===== config.mk =====
export PLATFORM = sky130hd
export DESIGN_NAME = multicycle_ctrl
export DESIGN_NICKNAME = d
export VERILOG_FILES = /design/src/rtl/multicycle_ctrl.sv
export SDC_FILE = /design/constraint.sdc
export NUM_CORES = 1
export LEC_CHECK = 0
export ABC_AREA = 1
export ABC_CLOCK_PERIOD_IN_PS = 3600
export CAP_MARGIN = 15
export CORE_MARGIN = 8
export CORE_UTILIZATION = 35
export DETAILED_ROUTE_END_ITERATION = 10
export GPL_ROUTABILITY_DRIVEN = 0
export PLACE_DENSITY = 0.67
export SLEW_MARGIN = 20
export SYNTH_ARGS = -nofsm -noshare
export SYNTH_HDL_FRONTEND = slang
export SYNTH_SLANG_ARGS = --single-unit

===== constraint.sdc =====
create_clock -name clk -period 3.6 [get_ports clk]
set_clock_uncertainty 0.05 [all_clocks]
set_input_delay 0.36 -clock clk [delete_from_list [all_inputs] [get_ports clk]]
set_output_delay 0.36 -clock clk [all_outputs]
set_load 0.02 [all_outputs]

===== src/rtl/multicycle_ctrl.sv =====
// Control FSM for a multi-cycle RV32I datapath (shared ALU, single memory port).
// Sequences FETCH/DECODE/EXEC/MEM/WB, counts retired instructions and halts in
// TRAP on an illegal opcode or a memory request that waits too long.
//
// Memory handshake: mem_req is held high until a cycle in which mem_ready is
// high; that cycle completes the transfer. mem_ready is only looked at while
// mem_req is high (FETCH and MEM); in every other state it is ignored.
module multicycle_ctrl #(
    parameter int CNT_W       = 32,
    parameter int MEM_TIMEOUT = 0
) (
    input  logic             clk,
    input  logic             rst,
    input  logic [31:0]      ir,
    input  logic             branch_taken,
    input  logic             mem_ready,
    output logic             mem_req,
    output logic             mem_we,
    output logic             mem_addr_sel,
    output logic             ir_we,
    output logic [2:0]       imm_sel,
    output logic [1:0]       alu_a_sel,
    output logic             alu_b_sel,
    output logic [1:0]       alu_op,
    output logic             pc_we,
    output logic [1:0]       pc_sel,
    output logic             reg_we,
    output logic [1:0]       wb_sel,
    output logic             instr_done,
    output logic             trap,
    output logic [CNT_W-1:0] retired_cnt,
    output logic [2:0]       dbg_state
);

    typedef enum logic [2:0] {
        S_FETCH  = 3'd0,
        S_DECODE = 3'd1,
        S_EXEC   = 3'd2,
        S_MEM    = 3'd3,
        S_WB     = 3'd4,
        S_TRAP   = 3'd5
    } state_t;

    typedef enum logic [3:0] {
        C_R, C_IALU, C_LOAD, C_STORE, C_BRANCH,
        C_JAL, C_JALR, C_LUI, C_AUIPC, C_FENCE, C_ILLEGAL
    } iclass_t;

    // Wait counter only needs to reach MEM_TIMEOUT-1; the next waiting cycle traps.
    localparam int TO_W = (MEM_TIMEOUT > 1) ? $clog2(MEM_TIMEOUT) : 1;
    localparam logic [TO_W-1:0] TO_LAST = TO_W'((MEM_TIMEOUT > 0) ? MEM_TIMEOUT - 1 : 0);

    state_t           state, state_next;
    iclass_t          cls;
    logic [2:0]       cls_imm;
    logic [1:0]       cls_a;
    logic             cls_b;
    logic [1:0]       cls_op;
    logic [CNT_W-1:0] cnt;
    logic [TO_W-1:0]  to_cnt;
    logic             mem_wait;
    logic             to_hit;
    logic             unused_ir_bits;

    // Only the opcode field steers the sequencer; the rest of ir feeds the datapath.
    assign unused_ir_bits = ^ir[31:7];

    assign mem_wait = mem_req & ~mem_ready;
    assign to_hit   = (MEM_TIMEOUT > 0) && mem_wait && (to_cnt == TO_LAST);

    // Opcode classification plus the immediate format and ALU operands for that class.
    // FENCE carries no immediate the datapath uses, so it selects "none".
    always_comb begin
        cls     = C_ILLEGAL;
        cls_imm = 3'd0;
        cls_a   = 2'd0;
        cls_b   = 1'b0;
        cls_op  = 2'd0;
        case (ir[6:0])
            7'b0110011: begin cls = C_R;      cls_op = 2'd2; end
            7'b0010011: begin cls = C_IALU;   cls_imm = 3'd1; cls_b = 1'b1; cls_op = 2'd2; end
            7'b0000011: begin cls = C_LOAD;   cls_imm = 3'd1; cls_b = 1'b1; end
            7'b0100011: begin cls = C_STORE;  cls_imm = 3'd2; cls_b = 1'b1; end
            7'b1100011: begin cls = C_BRANCH; cls_imm = 3'd3; end
            7'b1101111: begin cls = C_JAL;    cls_imm = 3'd4; end
            7'b1100111: begin cls = C_JALR;   cls_imm = 3'd1; cls_b = 1'b1; end
            7'b0110111: begin cls = C_LUI;    cls_imm = 3'd5; cls_a = 2'd2; cls_b = 1'b1; end
            7'b0010111: begin cls = C_AUIPC;  cls_imm = 3'd5; cls_a = 2'd1; cls_b = 1'b1; end
            7'b0001111: begin cls = C_FENCE; end
            default:    cls = C_ILLEGAL;
        endcase
    end

    // Next-state and control outputs; everything is forced low while rst is high.
    always_comb begin
        state_next   = state;
        mem_req      = 1'b0;
        mem_we       = 1'b0;
        mem_addr_sel = 1'b0;
        ir_we        = 1'b0;
        imm_sel      = 3'd0;
        alu_a_sel    = 2'd0;
        alu_b_sel    = 1'b0;
        alu_op       = 2'd0;
        pc_we        = 1'b0;
        pc_sel       = 2'd0;
        reg_we       = 1'b0;
        wb_sel       = 2'd0;
        instr_done   = 1'b0;
        trap         = 1'b0;
        if (rst) begin
            state_next = S_FETCH;
        end else begin
            case (state)
                S_FETCH: begin
                    mem_req = 1'b1;
                    if (mem_ready) begin
                        ir_we      = 1'b1;
                        state_next = S_DECODE;
                    end
                end
                S_DECODE: begin
                    state_next = (cls == C_ILLEGAL) ? S_TRAP : S_EXEC;
                end
                S_EXEC: begin
                    imm_sel = cls_imm;
                    case (cls)
                        C_R, C_IALU, C_LUI, C_AUIPC: begin
                            alu_a_sel  = cls_a;
                            alu_b_sel  = cls_b;
                            alu_op     = cls_op;
                            state_next = S_WB;
                        end
                        C_LOAD, C_STORE: begin
                            alu_a_sel  = cls_a;
                            alu_b_sel  = cls_b;
                            alu_op     = cls_op;
                            state_next = S_MEM;
                        end
                        C_BRANCH: begin
                            pc_we      = 1'b1;
                            pc_sel     = branch_taken ? 2'd2 : 2'd0;
                            instr_done = 1'b1;
                            state_next = S_FETCH;
                        end
                        C_JAL: begin
                            pc_we      = 1'b1;
                            pc_sel     = 2'd2;
                            reg_we     = 1'b1;
                            wb_sel     = 2'd2;
                            instr_done = 1'b1;
                            state_next = S_FETCH;
                        end
                        C_JALR: begin
                            // Link (PC+4) is written this same edge, from the old PC.
                            alu_a_sel  = cls_a;
                            alu_b_sel  = cls_b;
                            alu_op     = cls_op;
                            pc_we      = 1'b1;
                            pc_sel     = 2'd1;
                            reg_we     = 1'b1;
                            wb_sel     = 2'd2;
                            instr_done = 1'b1;
                            state_next = S_FETCH;
                        end
                        C_FENCE: begin
                            pc_we      = 1'b1;
                            instr_done = 1'b1;
                            state_next = S_FETCH;
                        end
                        default: state_next = S_TRAP;
                    endcase
                end
                S_MEM: begin
                    mem_req      = 1'b1;
                    mem_addr_sel = 1'b1;
                    mem_we       = (cls == C_STORE);
                    imm_sel      = cls_imm;
                    alu_a_sel    = cls_a;
                    alu_b_sel    = cls_b;
                    alu_op       = cls_op;
                    if (mem_ready) begin
                        if (cls == C_STORE) begin
                            pc_we      = 1'b1;
                            instr_done = 1'b1;
                            state_next = S_FETCH;
                        end else begin
                            state_next = S_WB;
                        end
                    end
                end
                S_WB: begin
                    imm_sel    = cls_imm;
                    alu_a_sel  = cls_a;
                    alu_b_sel  = cls_b;
                    alu_op     = cls_op;
                    reg_we     = 1'b1;
                    wb_sel     = (cls == C_LOAD) ? 2'd1 : 2'd0;
                    pc_we      = 1'b1;
                    instr_done = 1'b1;
                    state_next = S_FETCH;
                end
                S_TRAP: begin
                    trap = 1'b1;
                end
                default: state_next = S_FETCH;
            endcase
            if (to_hit) begin
                state_next = S_TRAP;
            end
        end
    end

    // State register and retired-instruction counter (wraps naturally).
    always_ff @(posedge clk) begin
        if (rst) begin
            state <= S_FETCH;
            cnt   <= '0;
        end else begin
            state <= state_next;
            if (instr_done) begin
                cnt <= cnt + CNT_W'(1);
            end
        end
    end

    // Consecutive-wait counter for the memory timeout; clears on any non-waiting cycle.
    always_ff @(posedge clk) begin
        if (rst) begin
            to_cnt <= '0;
        end else if ((MEM_TIMEOUT > 0) && mem_wait && !to_hit) begin
            to_cnt <= to_cnt + TO_W'(1);
        end else begin
            to_cnt <= '0;
        end
    end

    assign retired_cnt = rst ? '0 : cnt;
    assign dbg_state   = rst ? S_FETCH : state;

endmodule

==> flow_summary.yaml <==
power:
  combPwrFrac: 0.233
  leakagePower_nw: 1.35
  clkPwrFrac: 0.338
  ir_drop_v: 0.000257
  internal_power_uw: 649
  p_per_area_mw_per_mm2: 268
  pwr-share-seq: 0.429
  power.switching_uw: 307
  swShare: 0.321
critical_path:
  reg2reg_slack_ns: 1.77
  ff2ff_path_depth: 8
  cp.arrival_ns: 2.79
  worstReg2RegStart: "cnt[0]$_SDFFE_PP0P_"
  path_class: "in -> out"
  cp-end-kind: "output pin"
  cp.required_ns: 3.19
  worst_setup_path_start_kind: "input pin"
  rr_endpoint: "cnt[20]$_SDFFE_PP0P_"
  crit_start: "ir[5]"
  crit_fanout: 7
  cp-endpoint: "alu_a_sel[0]"
cells_and_area:
  drive_above_1_share: 0.0655
  utilization: 0.462
  nNetsFinal: 586
  syn_to_final_growth_pct: 28.2
  layout_commonest_cell: "nand2_1"
  n_antenna_cell: 0
  layout_common_cells: "155 x nand2_1, 94 x nor2_1, 63 x clkdlybuf4s50_1"
grt:
  track_usage: 0.144
  antenna_found_initial: 0
  grt-ovfl-total: 0
  grt_max_degree: 71
  grt_pass1_vias: 2961
  grt_pass1_wl_mm: 13.6
synth:
  synthCells: 491
  synth_area_leaders: "dfxtp_1 25%, nand2_1 21%, nor2_1 13%, inv_1 7.5%, xor2_1 6.6%"
  ys_ff_latch: 35
  synth_top_area_cell: "dfxtp_1"
  ys_seq_area_frac: 0.252
  yosysWarnings: 0
  syn_area_per_cell_um2: 5.67
  synth_cell_types: 32
  syn-num-nets: 528
  synth_top_area_frac: 0.252
  synth_area_mm2: 0.00279
floorplanning:
  io_pins: 91
  die-area_mm2: 0.0111
  coreArea_mm2: 0.00773
  die_w_um: 105
  initial_core_util: 0.360
  row_count: 32
  fp.dieH_um: 105
drt:
  drc: 0
  drt-total-wl_mm: 8.05
  drt_iter0_drc: 195
  final_antenna_net_count: 0
  vias: 3105
  viasPerCell: 4.76
  firstDrtPassIters: 5
  wl_per_cell_um: 12.4
placed_design:
  port_buffers: 64
  hpwl_mm: 6.21
  dp_slack_ns: 0.446
min_path:
  hp-class: "in -> reg"
timing:
  relSlewSlack: 0.547
  rsz0062_at_grt: "no"
  worst_pin_slew_ns: 0.680
  setup_viol: 0
  worst_slack_ns: 0.404
  max_freq_ghz: 0.313
  finalCritPeriodShare: 0.888
  setup_tns_ns: 0
  final_hold_viol_count: 0
  finalMaxSlewViolations: 0
  post-route-min-period_ns: 3.20
clock_network:
  ctsHoldBuffers: 0
  post_cts_buffers: 0
  cts_resized: 0
  cts_max_path_buffers: 2
  root_buffer: "clkbuf_8"
  clk_pin_slew_ns: 0.07
  clk-insertion-delay-late_ns: 0.30
  cts_sinks: 35
  numCtsBuffers: 5
  h-tree-depth: 2
  cts_tree: "yes"
outcome:
  outcome: "finished clean"
flow_run:
  drv_cap: 0
-- kinds of logic (layout without fill, tap and decap cells) --
kind of cell / after synthesis / after routing / synth area share
other: 1 / 1 / 0.00135
XOR/XNOR: 21 / 21 / 0.0660
AND/OR/NAND/NOR: 308 / 308 / 0.467
AO/OA/AOI/OAI: 44 / 44 / 0.0854
adder cells (fa/ha/maj): 1 / 1 / 0.00449
flip-flops: 35 / 35 / 0.252
buffers and inverters: 81 / 140 / 0.124
-- power by group through the flow --
stage	clock [mW]	sequential, mW	combinational, mW
after global routing	0.344	0.413	0.246
after detailed placement	0	0.419	0.222
final	0.324	0.410	0.223
after global placement	0	0.419	0.222
after CTS	0.328	0.410	0.224
after floorplan	0	0.417	0.158
-- layout make-up --
class | count | area [µm²]
fillers | 805 | 4160
multi-input cells | 375 | 1740
flip-flops and latches | 35 | 701
repair buffers | 67 | 658
inverters | 65 | 244
well taps | 102 | 128
clock buffers | 8 | 100
-- how the worst min path moves through the flow --
stage / from / end / cells after the start
detailed placement: cnt[31]$_SDFFE_PP0P_ / cnt[31]$_SDFFE_PP0P_ / 2
CTS: rst / cnt[19]$_SDFFE_PP0P_ / 4
finish: rst / cnt[19]$_SDFFE_PP0P_ / 4
global placement: cnt[31]$_SDFFE_PP0P_ / cnt[31]$_SDFFE_PP0P_ / 2
global route: rst / cnt[2]$_SDFFE_PP0P_ / 4
floorplan: cnt[28]$_SDFFE_PP0P_ / cnt[28]$_SDFFE_PP0P_ / 2
-- per-layer routing --
| metal | wire length, µm | track usage | vias to the layer above |
|---|---|---|---|
| met3 | 551 | 0.0362 | 9 |
| met1 | 3830 | 0.190 | 1397 |
| met4 | 97 | 0.0367 | 0 |
| met5 | 0 | 0 | - |
| li1 | - | - | 1619 |
| met2 | 3570 | 0.226 | 80 |
-- worst max-delay path: stages --
cell and delay, ns:
clkdlybuf4s50_1 0.63, nand3_2 0.14, a21oi_1 0.25, nor2_1 0.11, nand2_1 0.16, nand3_1 0.11, nand2_1 0.08, nand2_1 0.05
nand2_1 0.05, nand2_1 0.10, nor2_1 0.13, clkdlybuf4s50_1 0.62
-- stage by stage --
step	instances	total power, mW	hold WS [ns]	instance area [µm²]
2_1_floorplan	491	0.575	0.407	2790
3_3_place_gp	644	0.641	0.420	3470
3_5_place_dp	644	0.642	0.432	3470
4_1_cts	652	0.962	0.416	3570
5_1_grt	652	1.00	0.445	3570
6_report	652	0.957	0.404	3570
-- synth_stat cells --
master and count:
a21oi_1 35, a21oi_2 1, a22oi_1 1, and3_1 1, buf_1 1, buf_4 5, buf_6 3, clkbuf_1 7
conb_1 1, dfxtp_1 35, ha_1 1, inv_1 56, inv_2 9, nand2_1 155, nand2_2 5, nand2_4 1
nand3_1 15, nand3_2 2, nand3b_1 1, nand4_1 5, nand4_2 1, nor2_1 94, nor2_4 1, nor3_1 22
nor3_2 3, nor3b_1 1, nor4_2 1, o211ai_1 2, o21ai_0 3, o21ai_2 1, o21bai_1 1, xor2_1 21
-- state kept, by name (all words and copies together) (netlist names) --
signal  count
state       3
cnt        32
Power figures use the tool's default switching activity.
